## src/rtl/pipe_stage_skid.sv

```systemverilog
// Two-entry pipeline stage (main + skid). Load-to-output latency is 1 cycle; streams 1 entry/cycle.
// in_ready depends only on registered state (skid empty); out_ready stalls the head, which holds stable.
module pipe_stage_skid #(
    parameter int            IW       = 8,
    parameter int            AW       = 8,
    parameter logic [IW-1:0] NOP_INST = '0
) (
    input  logic          clock,
    input  logic          reset_n,
    input  logic          flush,
    input  logic          in_valid,
    output logic          in_ready,
    input  logic [IW-1:0] in_inst,
    input  logic [AW-1:0] in_pc1,
    output logic          out_valid,
    input  logic          out_ready,
    output logic [IW-1:0] out_inst,
    output logic [AW-1:0] out_pc1,
    output logic [1:0]    count
);

    typedef struct packed {
        logic [IW-1:0] inst;
        logic [AW-1:0] pc1;
    } entry_t;

    entry_t main_dat;
    entry_t skid_dat;
    entry_t in_dat;
    logic   main_vld;
    logic   skid_vld;
    logic   accept;
    logic   drain;

    assign in_dat   = '{inst: in_inst, pc1: in_pc1};
    assign in_ready = !skid_vld;
    assign accept   = in_valid && in_ready;
    assign drain    = main_vld && out_ready;

    always_ff @(posedge clock or negedge reset_n) begin
        if (!reset_n) begin
            main_vld <= 1'b0;
            skid_vld <= 1'b0;
            main_dat <= '0;
            skid_dat <= '0;
        end else if (flush) begin
            main_vld <= 1'b0;
            skid_vld <= 1'b0;
        end else if (skid_vld) begin
            // in_ready is low here, so only a drain can move state
            if (drain) begin
                main_dat <= skid_dat;
                skid_vld <= 1'b0;
            end
        end else if (main_vld) begin
            if (accept && drain) begin
                main_dat <= in_dat;
            end else if (accept) begin
                skid_dat <= in_dat;
                skid_vld <= 1'b1;
            end else if (drain) begin
                main_vld <= 1'b0;
            end
        end else if (accept) begin
            main_dat <= in_dat;
            main_vld <= 1'b1;
        end
    end

    // Bubble is forced from the valid bit so reset/flush show NOP without waiting on data regs
    assign out_valid = main_vld;
    assign out_inst  = main_vld ? main_dat.inst : NOP_INST;
    assign out_pc1   = main_vld ? main_dat.pc1 : '0;
    assign count     = {1'b0, main_vld} + {1'b0, skid_vld};

endmodule

```

## config.mk

```make
export PLATFORM = sky130hd
export DESIGN_NAME = pipe_stage_skid
export DESIGN_NICKNAME = d
export VERILOG_FILES = /design/src/rtl/pipe_stage_skid.sv
export SDC_FILE = /design/constraint.sdc
export NUM_CORES = 1
export LEC_CHECK = 0
export ABC_AREA = 0
export CAP_MARGIN = 40
export CORE_MARGIN = 2
export CORE_UTILIZATION = 45
export CTS_CLUSTER_DIAMETER = 200
export DETAILED_ROUTE_END_ITERATION = 8
export PLACE_DENSITY = 0.73
export SLEW_MARGIN = 20
export SYNTH_ARGS = -nofsm -noshare
export SYNTH_HDL_FRONTEND = slang
export SYNTH_SLANG_ARGS = --single-unit
```

## constraint.sdc

```tcl
create_clock -name clock -period 3.05 [get_ports clock]
set_input_delay 0.61 -clock clock [delete_from_list [all_inputs] [get_ports clock]]
set_output_delay 0.61 -clock clock [all_outputs]
set_load 0.01 [all_outputs]
```

==> reports/qor.log <==
INFO  run_status     outcome=finished clean
INFO  setup_path     setup.worst_path.class=flop to primary output
INFO  clock_network  tritoncts_clock_tree=built
INFO  clock_network  clockBufferDepth=2
INFO  timing         rsz_0062_raised_after_global_routing=no
INFO  global_routing globalRoute.totalOverflow=0
INFO  timing         tcrit_tclk_final=84.49%
INFO  logic_synthesis yosys_warnings=0
INFO  timing         fin_skew=0.004900ns
INFO  global_routing grt.total_usage=17.69%
INFO  finish         final_net_count=190
INFO  finish         final-seq-area=850.8um2
INFO  clock_network  clk_pin_slew_worst_paths=0.06ns
INFO  drt            wl_per_cell=14.90um
INFO  logic_synthesis postSynthRegisterBits=34
INFO  global_routing number_of_antenna_violations_at_the_first_check_in_global_routing=0
INFO  pwr            power-per-cell-area=561.9nW/um2
INFO  setup_path     crit_path_end_kind=primary output
INFO  clock_network  tritoncts.num_buffers=5
INFO  finish         flow.area_growth_from_synthesis=29.89%
INFO  timing         report.final.setup_viol=0
INFO  flow_run       drv.max_cap_violation_count=0
INFO  floorplan      initial_core_util=47.22%
INFO  clock_network  clkSinkCount=34
INFO  placement      io_buf_count=40
INFO  timing         hold_viol=0
INFO  floorplan      pin_count=41
INFO  drt            pre_repair_dr_iteration_count=4
INFO  finish         antenna_cells_inserted=0
INFO  floorplan      die_height=66.21um
INFO  hold_path      worst_hold_path_type=flop to flop
INFO  global_routing grt_pass1_vias=1,242
INFO  pwr            power_leakage=0.9851nW
INFO  timing         slew_viol_final=0
INFO  finish         multi_input_area=833.3um2
INFO  timing         slew_headroom=63.88%
INFO  timing         post_route_setup_tns=0ns
INFO  floorplan      die-width=66.21um
INFO  drt            detail-route-antenna-nets=0
INFO  finish         layout.filler_cells=313
INFO  setup_path     crit_path_start_kind=flop
INFO  logic_synthesis synth_area_per_cell=14.39um2
INFO  finish         final_cell_mix=clkdlybuf4s50_1, dfrtp_1, mux2_2
INFO  timing         clock.fmax=0.3880GHz
INFO  drt            drt_wl_total=3188um
INFO  drt            route.detailed.drc=0
INFO  clock_network  cts_resized=0
INFO  floorplan      core=3689um2
INFO  clock_network  h_tree_lvl_count=2
INFO  drt            routed_via_density=5.061
INFO  timing         post-route-min-period=2.577ns
INFO  setup_path     crit_required=2.44ns
INFO  pwr            total_power_consumption_of_the_routed_design=1.271mW
INFO  global_routing grt_pass1_wl=5713um
INFO  placement      finalWeightedCongestion=0.6948
INFO  drt            dr_total_vias=1,083
INFO  floorplan      row_count=22
INFO  setup_path     worst_ep_arrival_time=1.97ns
INFO  floorplan      dieArea=4384um2
INFO  logic_synthesis synth.lib_cells_used.distinct=18
INFO  clock_network  postCtsSetupRepairBufs=0
INFO  clock_network  clock-root-buffer=clkbuf_8
INFO  logic_synthesis syn_nets=145
INFO  clock_network  hold_buffers=0
INFO  setup_path     critPathMaxFanout=12
INFO  drt            detail_route.iter0.violations=32
INFO  timing         worst_pin_slew=0.5377ns
INFO  pwr            power.ir.vdd_worst=0.2954mV
INFO  logic_synthesis post_synth_inst_count=121
INFO  logic_synthesis post_syn_area=1742um2
INFO  finish         layout_commonest_cell=clkdlybuf4s50_1
INFO  finish         final_layout_size_suffix_gt1_share=35.54%
INFO  clock_network  worst_skew_pair.late_latency=0.27ns
INFO  timing         final.hold.worst_slack=0.5012ns
INFO  global_routing grt_start_max_net_pins=35
INFO  placement      place.detailed.hpwl=2257um
INFO  logic_synthesis yosysSeqAreaShare=48.85%
[Yosys cell counts]
master | count | area share [%]
o21ai_1 | 2 | 0.57
a22oi_1 | 1 | 0.43
mux2_2 | 28 | 18
mux2_4 | 20 | 17
clkbuf_1 | 2 | 0.43
dfrtp_1 | 34 | 49
and2_1 | 16 | 5.7
buf_2 | 1 | 0.29
nand3_2 | 1 | 0.57
a221oi_1 | 1 | 0.50
a21oi_1 | 1 | 0.29
inv_1 | 3 | 0.65
ha_1 | 3 | 2.2
nand2_1 | 2 | 0.43
buf_6 | 3 | 1.9
nor2_1 | 1 | 0.22
nand2b_1 | 1 | 0.36
nor4_4 | 1 | 1.2
[metrics by stage]
step	setup slack (ns)	instance area, um2	utilization [%]	instances
finish	0.4730	2262	61.33	214
global route	0.3681	2262	61.33	214
CTS	0.4638	2262	61.33	214
detailed placement	0.5333	2186	59.26	207
global placement	0.5900	2186	59.26	207
floorplan	0.9799	1742	-	121
[critical path, stage by stage, from the launching register on]
cell             delay (ns)
dfrtp_1                0.65
inv_1                  0.20
ha_1                   0.32
clkdlybuf4s50_1        0.52
[logic make-up (layout without fill, tap and decap cells)]
| group | Yosys count | count (layout) | share of synthesized area (%) |
|---|---|---|---|
| AOI/OAI and AO/OA | 5 | 5 | 1.796 |
| adders and majority gates | 3 | 3 | 2.155 |
| buffers and inverters | 9 | 54 | 3.304 |
| DFF | 34 | 34 | 48.85 |
| muxes | 48 | 48 | 35.34 |
| and+or+nand+nor | 22 | 22 | 8.549 |
[final timing paths]
path	start	slack (ns)	cells past startpoint	endpoint
min reg2reg	main_dat[11]$_DFFE_PN0P_	0.50	1	main_dat[11]$_DFFE_PN0P_
max in group asynchronous	reset_n	2.01	2	main_dat[14]$_DFFE_PN0P_
min	main_dat[11]$_DFFE_PN0P_	0.50	1	main_dat[11]$_DFFE_PN0P_
max reg2reg	skid_vld$_DFF_PN0_	0.71	5	main_dat[9]$_DFFE_PN0P_
min in group asynchronous	reset_n	0.75	2	skid_dat[8]$_DFFE_PN0P_
max	skid_vld$_DFF_PN0_	0.47	3	count[0]
[registers in the layout, summed over array words and instances (netlist names)]
register and cells:
main_dat 16, skid_vld 1, skid_dat 16, out_valid 1
[metal layers]
layer / wire length [um] / up-vias / share of wire, % / track usage, %
met3: 133 / 5 / 4.2 / 4.429
met4: 44 / 0 / 1.4 / 6.122
met5: 0 / - / 0 / 0
li1: - / 509 / - / -
met1: 1383 / 544 / 43 / 21.55
met2: 1626 / 25 / 51 / 30.25
[power breakdown]
group / switching [mW] / total, mW / internal (mW)
combinational: 0.107 / 0.343 / 0.237
clock: 0.139 / 0.296 / 0.157
sequential: 0.0619 / 0.632 / 0.570
total: 0.308 / 1.27 / 0.963
[area by class of cell]
| cell class | count | share of cell area [%] |
|---|---|---|
| multi-input cells | 78 | 36.84 |
| repair buffers | 44 | 19.03 |
| flip-flops and latches | 34 | 37.61 |
| clock buffers | 7 | 3.374 |
| well taps | 48 | 2.655 |
| inverters | 3 | 0.4978 |
(Power assumes the default switching activity.)
